[config.mk]
export PLATFORM = sky130hd
export DESIGN_NAME = load_store_unit_flat
export DESIGN_NICKNAME = d
export VERILOG_FILES = /design/src/rtl/load_store_unit_pkg.sv /design/src/rtl/load_store_unit_if.sv /design/src/rtl/load_store_unit_load_align.sv /design/src/rtl/load_store_unit.sv /design/src/flat_wrapper.sv
export SDC_FILE = /design/constraint.sdc
export NUM_CORES = 1
export LEC_CHECK = 0
export CAP_MARGIN = 20
export CORE_MARGIN = 4
export CORE_UTILIZATION = 41
export CTS_CLUSTER_SIZE = 10
export DETAILED_ROUTE_END_ITERATION = 8
export PLACE_DENSITY = 0.83
export SLEW_MARGIN = 30
export SYNTH_ARGS = -nofsm -noshare
export SYNTH_HDL_FRONTEND = slang
export SYNTH_SLANG_ARGS = --single-unit
export TNS_END_PERCENT = 50
[constraint.sdc]
create_clock -name clk -period 2.4 [get_ports clk]
set_input_delay 0.72 -clock clk [delete_from_list [all_inputs] [get_ports clk]]
set_output_delay 0.72 -clock clk [all_outputs]
set_load 0.02 [all_outputs]
[src/rtl/load_store_unit_pkg.sv]
// Shared encodings for the load/store unit: controller load/store codes,
// FSM states, access sizes and the byte-enable helper.
package load_store_unit_pkg;

  localparam int BE_WIDTH = 4;

  localparam logic [2:0] LOAD_NONE = 3'b000;
  localparam logic [2:0] LOAD_LB   = 3'b001;
  localparam logic [2:0] LOAD_LBU  = 3'b101;
  localparam logic [2:0] LOAD_LH   = 3'b010;
  localparam logic [2:0] LOAD_LHU  = 3'b110;
  localparam logic [2:0] LOAD_LW   = 3'b100;

  localparam logic [1:0] STORE_NONE = 2'b00;
  localparam logic [1:0] STORE_SB   = 2'b01;
  localparam logic [1:0] STORE_SH   = 2'b10;
  localparam logic [1:0] STORE_SW   = 2'b11;

  typedef enum logic [1:0] {
    ST_IDLE   = 2'd0,
    ST_REQ    = 2'd1,
    ST_WAIT_R = 2'd2
  } lsu_state_e;

  // SIZE_X marks an encoding the controller should never emit.
  typedef enum logic [1:0] {
    SIZE_B = 2'd0,
    SIZE_H = 2'd1,
    SIZE_W = 2'd2,
    SIZE_X = 2'd3
  } access_size_e;

  function automatic access_size_e load_size(input logic [2:0] load_type);
    case (load_type)
      LOAD_LB, LOAD_LBU: load_size = SIZE_B;
      LOAD_LH, LOAD_LHU: load_size = SIZE_H;
      LOAD_LW:           load_size = SIZE_W;
      default:           load_size = SIZE_X;
    endcase
  endfunction

  function automatic access_size_e store_size(input logic [1:0] store_type);
    case (store_type)
      STORE_SB: store_size = SIZE_B;
      STORE_SH: store_size = SIZE_H;
      STORE_SW: store_size = SIZE_W;
      default:  store_size = SIZE_X;
    endcase
  endfunction

  function automatic logic [BE_WIDTH-1:0] be_pattern(input access_size_e size,
                                                     input logic [1:0] offset);
    case (size)
      SIZE_B:  be_pattern = 4'b0001 << offset;
      SIZE_H:  be_pattern = 4'b0011 << {offset[1], 1'b0};
      default: be_pattern = 4'b1111;
    endcase
  endfunction

endpackage

[src/rtl/load_store_unit_if.sv]
// Data-memory req/gnt/rvalid bus between the load/store unit (master) and memory (slave).
interface load_store_unit_if #(
  parameter int ADDR_WIDTH = 32,
  parameter int DATA_WIDTH = 32
);
  import load_store_unit_pkg::*;

  // req is held with addr/we/be/wdata stable until gnt is sampled high;
  // rvalid (with rdata on loads) follows at least one cycle after gnt.
  logic                  data_req_o;
  logic                  data_gnt_i;
  logic                  data_rvalid_i;
  logic [ADDR_WIDTH-1:0] data_addr_o;
  logic                  data_we_o;
  logic [BE_WIDTH-1:0]   data_be_o;
  logic [DATA_WIDTH-1:0] data_wdata_o;
  logic [DATA_WIDTH-1:0] data_rdata_i;

  modport master (
    output data_req_o, data_addr_o, data_we_o, data_be_o, data_wdata_o,
    input  data_gnt_i, data_rvalid_i, data_rdata_i
  );

  modport slave (
    input  data_req_o, data_addr_o, data_we_o, data_be_o, data_wdata_o,
    output data_gnt_i, data_rvalid_i, data_rdata_i
  );
endinterface

[src/rtl/load_store_unit_load_align.sv]
// Shifts the selected byte/halfword of the read word down to bit 0 and
// sign- or zero-extends it; load_type[2] selects zero extension.
module load_align
  import load_store_unit_pkg::*;
#(
  parameter int DATA_WIDTH = 32
) (
  input  logic [DATA_WIDTH-1:0] rdata,
  input  logic [2:0]            load_type,
  input  logic [1:0]            offset,
  output logic [DATA_WIDTH-1:0] result
);

  logic [DATA_WIDTH-1:0] shifted;

  always_comb begin
    shifted = '0;
    result  = rdata;
    case (load_size(load_type))
      SIZE_B: begin
        shifted = rdata >> {offset, 3'b000};
        result  = load_type[2] ? {24'b0, shifted[7:0]}
                               : {{24{shifted[7]}}, shifted[7:0]};
      end
      SIZE_H: begin
        shifted = rdata >> {offset[1], 4'b0000};
        result  = load_type[2] ? {16'b0, shifted[15:0]}
                               : {{16{shifted[15]}}, shifted[15:0]};
      end
      default: result = rdata;
    endcase
  end

endmodule

[src/rtl/load_store_unit.sv]
// Single-outstanding load/store unit: validates and captures one access,
// runs it on the req/gnt/rvalid bus and returns extended load data.
module load_store_unit
  import load_store_unit_pkg::*;
#(
  parameter int ADDR_WIDTH = 32,
  parameter int DATA_WIDTH = 32
) (
  input  logic                  clk,
  input  logic                  rst_n,
  input  logic                  valid_i,
  output logic                  ready_o,
  input  logic [2:0]            load_type_i,
  input  logic [1:0]            store_type_i,
  input  logic [ADDR_WIDTH-1:0] addr_i,
  input  logic [DATA_WIDTH-1:0] wdata_i,
  output logic [DATA_WIDTH-1:0] result_o,
  output logic                  done_o,
  output logic                  err_o,
  output lsu_state_e            state_o,
  load_store_unit_if.master     mem
);

  lsu_state_e            state_q, state_d;
  logic                  req_q, req_d;
  logic                  we_q, we_d;
  logic                  done_q, done_d;
  logic                  err_q, err_d;
  logic [ADDR_WIDTH-1:0] addr_q, addr_d;
  logic [BE_WIDTH-1:0]   be_q, be_d;
  logic [DATA_WIDTH-1:0] wdata_q, wdata_d;
  logic [DATA_WIDTH-1:0] result_q, result_d;
  logic [2:0]            load_type_q, load_type_d;

  logic                  is_load;
  logic                  is_store;
  access_size_e          size;
  logic                  misaligned;
  logic                  illegal;
  logic [DATA_WIDTH-1:0] wdata_rep;
  logic [DATA_WIDTH-1:0] load_result;

  load_align #(.DATA_WIDTH(DATA_WIDTH)) u_load_align (
    .rdata     (mem.data_rdata_i),
    .load_type (load_type_q),
    .offset    (addr_q[1:0]),
    .result    (load_result)
  );

  // Request decode: size, alignment and legality of the incoming controls.
  always_comb begin
    is_load    = (load_type_i != LOAD_NONE);
    is_store   = (store_type_i != STORE_NONE);
    size       = is_load ? load_size(load_type_i) : store_size(store_type_i);
    misaligned = ((size == SIZE_H) && addr_i[0]) ||
                 ((size == SIZE_W) && (addr_i[1:0] != 2'b00));
    illegal    = (is_load && is_store) || (size == SIZE_X) || misaligned;
    case (store_type_i)
      STORE_SB: wdata_rep = {4{wdata_i[7:0]}};
      STORE_SH: wdata_rep = {2{wdata_i[15:0]}};
      STORE_SW: wdata_rep = wdata_i;
      default:  wdata_rep = '0;
    endcase
  end

  always_comb begin
    state_d     = state_q;
    req_d       = req_q;
    we_d        = we_q;
    addr_d      = addr_q;
    be_d        = be_q;
    wdata_d     = wdata_q;
    load_type_d = load_type_q;
    result_d    = result_q;
    done_d      = 1'b0;
    err_d       = 1'b0;
    case (state_q)
      ST_IDLE: begin
        if (valid_i && (is_load || is_store)) begin
          if (illegal) begin
            err_d = 1'b1;
          end else begin
            addr_d      = addr_i;
            we_d        = is_store;
            be_d        = be_pattern(size, addr_i[1:0]);
            wdata_d     = wdata_rep;
            load_type_d = load_type_i;
            req_d       = 1'b1;
            state_d     = ST_REQ;
          end
        end
      end
      ST_REQ: begin
        if (mem.data_gnt_i) begin
          req_d   = 1'b0;
          state_d = ST_WAIT_R;
        end
      end
      ST_WAIT_R: begin
        if (mem.data_rvalid_i) begin
          done_d  = 1'b1;
          state_d = ST_IDLE;
          if (!we_q) result_d = load_result;
        end
      end
      default: begin
        req_d   = 1'b0;
        state_d = ST_IDLE;
      end
    endcase
  end

  always_ff @(posedge clk or negedge rst_n) begin
    if (!rst_n) begin
      state_q     <= ST_IDLE;
      req_q       <= 1'b0;
      we_q        <= 1'b0;
      addr_q      <= '0;
      be_q        <= '0;
      wdata_q     <= '0;
      load_type_q <= LOAD_NONE;
      result_q    <= '0;
      done_q      <= 1'b0;
      err_q       <= 1'b0;
    end else begin
      state_q     <= state_d;
      req_q       <= req_d;
      we_q        <= we_d;
      addr_q      <= addr_d;
      be_q        <= be_d;
      wdata_q     <= wdata_d;
      load_type_q <= load_type_d;
      result_q    <= result_d;
      done_q      <= done_d;
      err_q       <= err_d;
    end
  end

  assign ready_o          = (state_q == ST_IDLE);
  assign state_o          = state_q;
  assign result_o         = result_q;
  assign done_o           = done_q;
  assign err_o            = err_q;
  assign mem.data_req_o   = req_q;
  assign mem.data_we_o    = we_q;
  assign mem.data_be_o    = be_q;
  assign mem.data_wdata_o = wdata_q;
  assign mem.data_addr_o  = {addr_q[ADDR_WIDTH-1:2], 2'b00};

endmodule

[src/flat_wrapper.sv]
// flat-port wrapper written by rule: the top's interface ports become plain ports
module load_store_unit_flat import load_store_unit_pkg::*;
#(
  parameter int ADDR_WIDTH = 32,
  parameter int DATA_WIDTH = 32
)
  (clk, rst_n, valid_i, ready_o, load_type_i, store_type_i, addr_i, wdata_i, result_o, done_o, err_o, state_o, mem_data_req_o, mem_data_addr_o, mem_data_we_o, mem_data_be_o, mem_data_wdata_o, mem_data_gnt_i, mem_data_rvalid_i, mem_data_rdata_i);
  load_store_unit_if #(.ADDR_WIDTH(ADDR_WIDTH), .DATA_WIDTH(DATA_WIDTH)) mem_i ();
  input  logic clk;
  input  logic rst_n;
  input  logic valid_i;
  output logic ready_o;
  input  logic [2:0] load_type_i;
  input  logic [1:0] store_type_i;
  input  logic [ADDR_WIDTH-1:0] addr_i;
  input  logic [DATA_WIDTH-1:0] wdata_i;
  output logic [DATA_WIDTH-1:0] result_o;
  output logic done_o;
  output logic err_o;
  output lsu_state_e state_o;
  output wire logic [$bits(mem_i.data_req_o)-1:0] mem_data_req_o;
  output wire logic [$bits(mem_i.data_addr_o)-1:0] mem_data_addr_o;
  output wire logic [$bits(mem_i.data_we_o)-1:0] mem_data_we_o;
  output wire logic [$bits(mem_i.data_be_o)-1:0] mem_data_be_o;
  output wire logic [$bits(mem_i.data_wdata_o)-1:0] mem_data_wdata_o;
  input wire logic [$bits(mem_i.data_gnt_i)-1:0] mem_data_gnt_i;
  input wire logic [$bits(mem_i.data_rvalid_i)-1:0] mem_data_rvalid_i;
  input wire logic [$bits(mem_i.data_rdata_i)-1:0] mem_data_rdata_i;
  assign mem_data_req_o = mem_i.data_req_o;
  assign mem_data_addr_o = mem_i.data_addr_o;
  assign mem_data_we_o = mem_i.data_we_o;
  assign mem_data_be_o = mem_i.data_be_o;
  assign mem_data_wdata_o = mem_i.data_wdata_o;
  assign mem_i.data_gnt_i = mem_data_gnt_i;
  assign mem_i.data_rvalid_i = mem_data_rvalid_i;
  assign mem_i.data_rdata_i = mem_data_rdata_i;
  load_store_unit #(.ADDR_WIDTH(ADDR_WIDTH), .DATA_WIDTH(DATA_WIDTH)) u_core (.clk(clk), .rst_n(rst_n), .valid_i(valid_i), .ready_o(ready_o), .load_type_i(load_type_i), .store_type_i(store_type_i), .addr_i(addr_i), .wdata_i(wdata_i), .result_o(result_o), .done_o(done_o), .err_o(err_o), .state_o(state_o), .mem(mem_i));
endmodule
=== Word level (Yosys, flattened, before mapping) ===
Cells that the tools add are included.
W data, S select, Z words.

* Register bits after elaboration: 109
* Bits of input ports: 106
* Word-level logic and storage cells: 85

* Eq/ne operators: 23
* Shifts and indexed selects: 4
* Muxes and demuxes: 23
* Bitwise operators: 3
* Reduce and logical (&&, ||, !) cells: 22

{| class="wikitable"
|+ Operator list
! cell !! number
|-
| $pmux W32 S3 || 1
|-
| $mux W32 || 2
|-
| $pmux W32 S2 || 1
|-
| $shr A32 B5 Y16 || 1
|-
| $shr A32 B5 Y8 || 1
|-
| $pmux W2 S3 || 4
|-
| $eq A3 B3 Y1 const B || 6
|-
| $eq A2 B2 Y1 const B || 5
|-
| $mux W2 || 5
|-
| $eq A2 B1 Y1 const B || 4
|-
| $mux W1 || 8
|-
| $pmux W4 S2 || 1
|-
| $reduce_and A4 Y1 || 2
|-
| $reduce_or A2 Y1 || 4
|-
| $eq A3 B1 Y1 const B || 2
|-
| $eq A3 B2 Y1 const B || 2
|-
| $logic_not A2 Y1 || 3
|-
| $ne A2 B2 Y1 const B || 3
|-
| $reduce_and A3 Y1 || 2
|-
| $logic_and A1 B1 Y1 || 4
|-
| $logic_or A1 B1 Y1 || 4
|-
| $reduce_bool A2 Y1 || 2
|-
| $shl A1 B2 Y4 const A || 1
|-
| $shl A2 B2 Y4 const A || 1
|-
| 4 further kinds || 6
|}

=== Depth between registers and ports, before layout ===
* Depth in word-level cells: 11
* Mapped depth: 9
* Gate-level depth less buffers: 7

=== Cells and area by module ===
Synthesis repeated with hierarchy kept, for this count alone.

* Cell total of the unflattened synthesis: 485
* Area, all modules: 5,780.5 um^2

{| class="wikitable"
|+ By module, submodules not included
! module !! instances !! cells each !! area each (um^2)
|-
| load_store_unit || 1 || 375 || 5,082.4
|-
| load_align || 1 || 110 || 698.2
|}

=== Worst setup path before layout ===
OpenSTA, ideal clock, no wires.

* Path type: input to register
* From: input store_type_i[0]
* To: register u_core.addr_q[12]
* Setup time: 0.125 ns
* Arrival: 2.390 ns
* Data required time: 2.275 ns
* Path slack: -0.115 ns
* Stages: 9
* Path buffers: 2
* Cell sequence: inv_1 > ha_1 > nor2b_1 > nor3_1 > o32ai_1 > nor3b_2 > buf_6 > buf_6 > mux2_4

* Word-level cells in the longest chain between the ends: 9

{| class="wikitable"
|+ RTL lines
! what !! RTL line !! source
|-
| start: declaration || flat_wrapper.sv:14 || <nowiki>input logic [1:0] store_type_i;</nowiki>
|-
| $eq A2 B2 Y1 / $eq A2 B1 Y1 (equally long branches) || load_store_unit_pkg.sv:43 || <nowiki>case (store_type)</nowiki>
|-
| $pmux W2 S3 || load_store_unit_pkg.sv:43 ||
|-
| $mux W2 || load_store_unit.sv:54 || <nowiki>size = is_load ? load_size(load_type_i) : store_size(store_type_i);</nowiki>
|-
| $eq A2 B1 Y1 / $eq A2 B2 Y1 (equally long branches) || load_store_unit.sv:55, load_store_unit.sv:56 ||
|-
| $logic_and A1 B1 Y1 (on tied branches) || load_store_unit.sv:55, load_store_unit.sv:56 ||
|-
| $logic_or A1 B1 Y1 || load_store_unit.sv:55 || <nowiki>misaligned = ((size == SIZE_H) && addr_i[0]) ||</nowiki>
|-
| $logic_or A1 B1 Y1 || load_store_unit.sv:57 || <nowiki>illegal = (is_load && is_store) || (size == SIZE_X) || misaligned;</nowiki>
|-
| $not A1 Y1 (no line) || - ||
|-
| $reduce_and A3 Y1 (no line) (*) || - ||
|-
| end signal: assignment || load_store_unit.sv:129 || <nowiki>addr_q <= addr_d;</nowiki>
|-
| end: declaration || load_store_unit.sv:29 || <nowiki>logic [ADDR_WIDTH-1:0] addr_q, addr_d;</nowiki>
|}

Mark *: on every way between the ends. The rest lies on a longest branch, timed or not.
A chain may end at the register's enable or synchronous reset.

=== Final worst setup path ===
* From: input load_type_i[0]
* To: register u_core.wdata_q[15] (netlist: u_core.mem.data_wdata_o[15])

* Word-level cells in the longest chain between the ends: 10

{| class="wikitable"
|+ RTL lines
! what !! RTL line !! source
|-
| start: declaration || flat_wrapper.sv:13 || <nowiki>input logic [2:0] load_type_i;</nowiki>
|-
| $eq A3 B2 Y1, or another cell as far along || load_store_unit_pkg.sv:34 || <nowiki>case (load_type)</nowiki>
|-
| $reduce_or A2 Y1 || load_store_unit_pkg.sv:34 ||
|-
| $pmux W2 S3 || load_store_unit_pkg.sv:34 ||
|-
| $mux W2 || load_store_unit.sv:54 ||
|-
| $eq A2 B1 Y1 / $eq A2 B2 Y1 (equally long branches) || load_store_unit.sv:55, load_store_unit.sv:56 ||
|-
| $logic_and A1 B1 Y1 (on tied branches) || load_store_unit.sv:55, load_store_unit.sv:56 ||
|-
| $logic_or A1 B1 Y1 || load_store_unit.sv:55 ||
|-
| $logic_or A1 B1 Y1 || load_store_unit.sv:57 ||
|-
| $not A1 Y1 (no line) || - ||
|-
| $reduce_and A3 Y1 (no line) (*) || - ||
|-
| end signal: assignment || load_store_unit.sv:131 || <nowiki>wdata_q <= wdata_d;</nowiki>
|-
| end: declaration || load_store_unit.sv:31 || <nowiki>logic [DATA_WIDTH-1:0] wdata_q, wdata_d;</nowiki>
|}

Marked as above.

==> summary.txt <==
Setup violations, final: 0
Starting DRT DRC Count: 402
GPL Wtd Cong: 0.835
run status: finished clean
H-tree depth: 3
WP data arrival: 2570 ps
CP endpoint kind: flop
CTS buffer count: 9
clock buffer depth: 2
Final Util: 0.649
Final Hold Viols: 0
DRT Wirelength: 16.5 mm
all-layer global routing usage: 0.211
worst reg2reg path endpoint: u_core.mem.data_wdata_o[15]$_DFFE_PN0P_
# DRC: 0
Initial Utilization: 0.426
Synth area leader: dfrtp_1
overall power: 0.00879 W
Root Buffer: clkbuf_16
sequential area share after synthesis: 0.499
power per cell area: 1060 mW/mm2
vias post-DR: 4761
first-pass GRT wire length: 25.2 mm
clock period minus worst slack: 2340 ps
hold_buf cts: 0
Post-Syn Area: 0.00547 mm2
worst slew pin tran: 599 ps
Final Non-Filler Cells: 890
hold slack: 430 ps
fin crit share: 0.976
pre-CTS setup slack: -1060 ps
Worst-path clk slew: 70 ps
slowest cell on the critical path: dlygate4sd2_1
Die Area: 0.0152 mm2
synth unique cells: 37
ANT cells: 0
Routed Antenna Nets: 0
Worst Reg-to-Reg Cells: 6
IO Count: 213
ys async rst share: 1.00
Synth area leaders: dfrtp_1 50%, mux2_1 8.2%, mux2_2 4.7%, buf_4 4.5%, nor2_1 3.9%
Placed Cells: 866
max frequency: 427 MHz
most common cell in the netlist: dfrtp_1
wire per inst: 18.5 um
Critical Path Fanout Max: 11
cells after synthesis: 515
fill count: 992
Slew Viols, Final: 0
CTS tree: done
grt ovf: 0
Std-Cell Rows: 41
Clock Latency Late Sink: 350 ps
max_slew headroom: 0.601
top cell type's share of synthesized area: 0.499
Worst Setup Path Type: input pin to flop
synth warn: 0
CP bufs+invs: 3
Buffers on Ports: 210
Leak: 3.61 nW
Worst Skew: 8.27 ps
Final WS setup: 57.6 ps
FF+latch count, synth: 109
area delta synth->final: 52.2%
R2R Setup Slk: 480 ps
vias in the first global route: 4961
die height: 123 um
die width: 123 um
worst stage delay on the critical path: 340 ps
drt first pass iters: 5
final net count: 825
Mapped Avg Cell Area: 10.6 um2
r2r startpoint: u_core.state_o[1]$_DFFE_PN0P_
initial antenna violation count: 0
clk sinks: 109
number of synthesized flops with an enable pin: 0
Hold WC Path Type: input pin to async pin
largest net degree at the start of global routing: 110
Core Region: 0.0128 mm2
ys flop type: dfrtp_1
worst endpoint required time: 2620 ps
Via density: 5.35
Max VDD drop: 0.684 mV
CP top delay family: buffers and inverters
layout cell share with drive strength beyond 1: 0.171
critical-path cell list: dlygate4sd2_1 > and2_1 > o32ai_2 > nor3b_4 > buf_12 > buf_16 > mux2_1
hpwl dp: 11.8 mm
CP Launch Type: input pin
top cells by count, synth: 109 x dfrtp_1, 57 x nor2_1, 44 x nand2_1, 40 x mux2_1, 33 x buf_4
Max Cap Violations: 0
## per-layer routing
| layer | track usage | part of all wire | up-vias |
|---|---|---|---|
| met4 | 0.0699 | 0.022 | 0 |
| met5 | 0 | 0 | - |
| met1 | 0.254 | 0.39 | 2343 |
| met3 | 0.0522 | 0.082 | 33 |
| met2 | 0.370 | 0.51 | 246 |
| li1 | - | - | 2139 |
## metrics by stage
stage	setup TNS (ps)	area (um2)
6_report	0	8320
5_1_grt	-0.667	8320
4_1_cts	-30.4	8190
3_5_place_dp	-71530	7750
3_3_place_gp	-65290	7750
2_1_floorplan	-1970	5570
## worst max-delay path by stage
stage                    startpoint                                 endpoint  slack [ps]  cells after the start
floorplan           store_type_i[0]            u_core.addr_q[31]$_DFFE_PN0P_         -50                      9
global placement    store_type_i[0]            u_core.addr_q[20]$_DFFE_PN0P_        -930                      9
detailed placement  store_type_i[0]   u_core.mem.data_wdata_o[1]$_DFFE_PN0P_       -1060                     10
CTS                 store_type_i[1]  u_core.mem.data_wdata_o[30]$_DFFE_PN0P_         -10                     10
global route         load_type_i[0]  u_core.mem.data_wdata_o[15]$_DFFE_PN0P_        -0.7                      7
finish               load_type_i[0]  u_core.mem.data_wdata_o[15]$_DFFE_PN0P_          60                      7
## cells by family after synthesis
group,after synthesis,synth area share
and+or+nand+nor,130,0.103
buffers and inverters,84,0.0913
adders and majority gates,7,0.0156
xor gates and xnor gates,1,0.00160
DFF,109,0.499
AOI/OAI and AO/OA,101,0.117
other,1,0.000686
muxes,82,0.172
## state kept, by name, indices dropped and copies added (netlist names)
name                     count
u_core.mem.data_be_o         4
u_core.mem.data_req_o        1
u_core.done_o                1
u_core.state_o               2
u_core.err_o                 1
u_core.load_type_q           3
u_core.result_o             32
u_core.mem.data_wdata_o     32
u_core.addr_q               32
u_core.mem.data_we_o         1
## layout by cell type, fill, tap and decap left out, drive strengths merged, types with 2 or more instances in the layout
cell type / count
a211oi: 3
a21o: 2
a21oi: 31
a222oi: 8
a22oi: 16
a2bb2oi: 7
and2: 2
buf: 41
bufinv: 2
clkbuf: 12
clkdlybuf4s50: 203
clkinv: 2
clkinvlp: 2
conb: 2
dfrtp: 109
dlygate4sd2: 3
ha: 6
inv: 20
mux2: 71
mux2i: 11
nand2: 44
nand2b: 9
nor2: 57
nor2b: 3
nor3: 2
o21ai: 30
or2: 3
or3: 8
## cell type report
class                   instances  area (um2)  share of cell area
clock inverters                 7        97.6              0.0117
well taps                     172         215              0.0259
inverters                      19        88.8              0.0107
flip-flops and latches        109        2730               0.328
multi-input cells             323        2380               0.286
clock buffers                   9         225              0.0271
repair buffers                251        2590               0.311
## where the power goes
group | switching, W | internal (W) | total (W) | leakage (nW)
clock network | 0.000687 | 0.000919 | 0.00161 | 0.152
logic | 0.00210 | 0.00212 | 0.00422 | 2.09
registers | 0.000430 | 0.00253 | 0.00296 | 1.37
total | 0.00322 | 0.00557 | 0.00879 | 3.61
## what timing repair did
action	CTS	global route
endpoints found under the setup margin	76	69
hold endpoints to repair	0	0
gates resized for setup	24	13
gates cloned	2	3
setup buffers	1	2
pin swaps	1	0
Power figures use the tool's default switching activity.
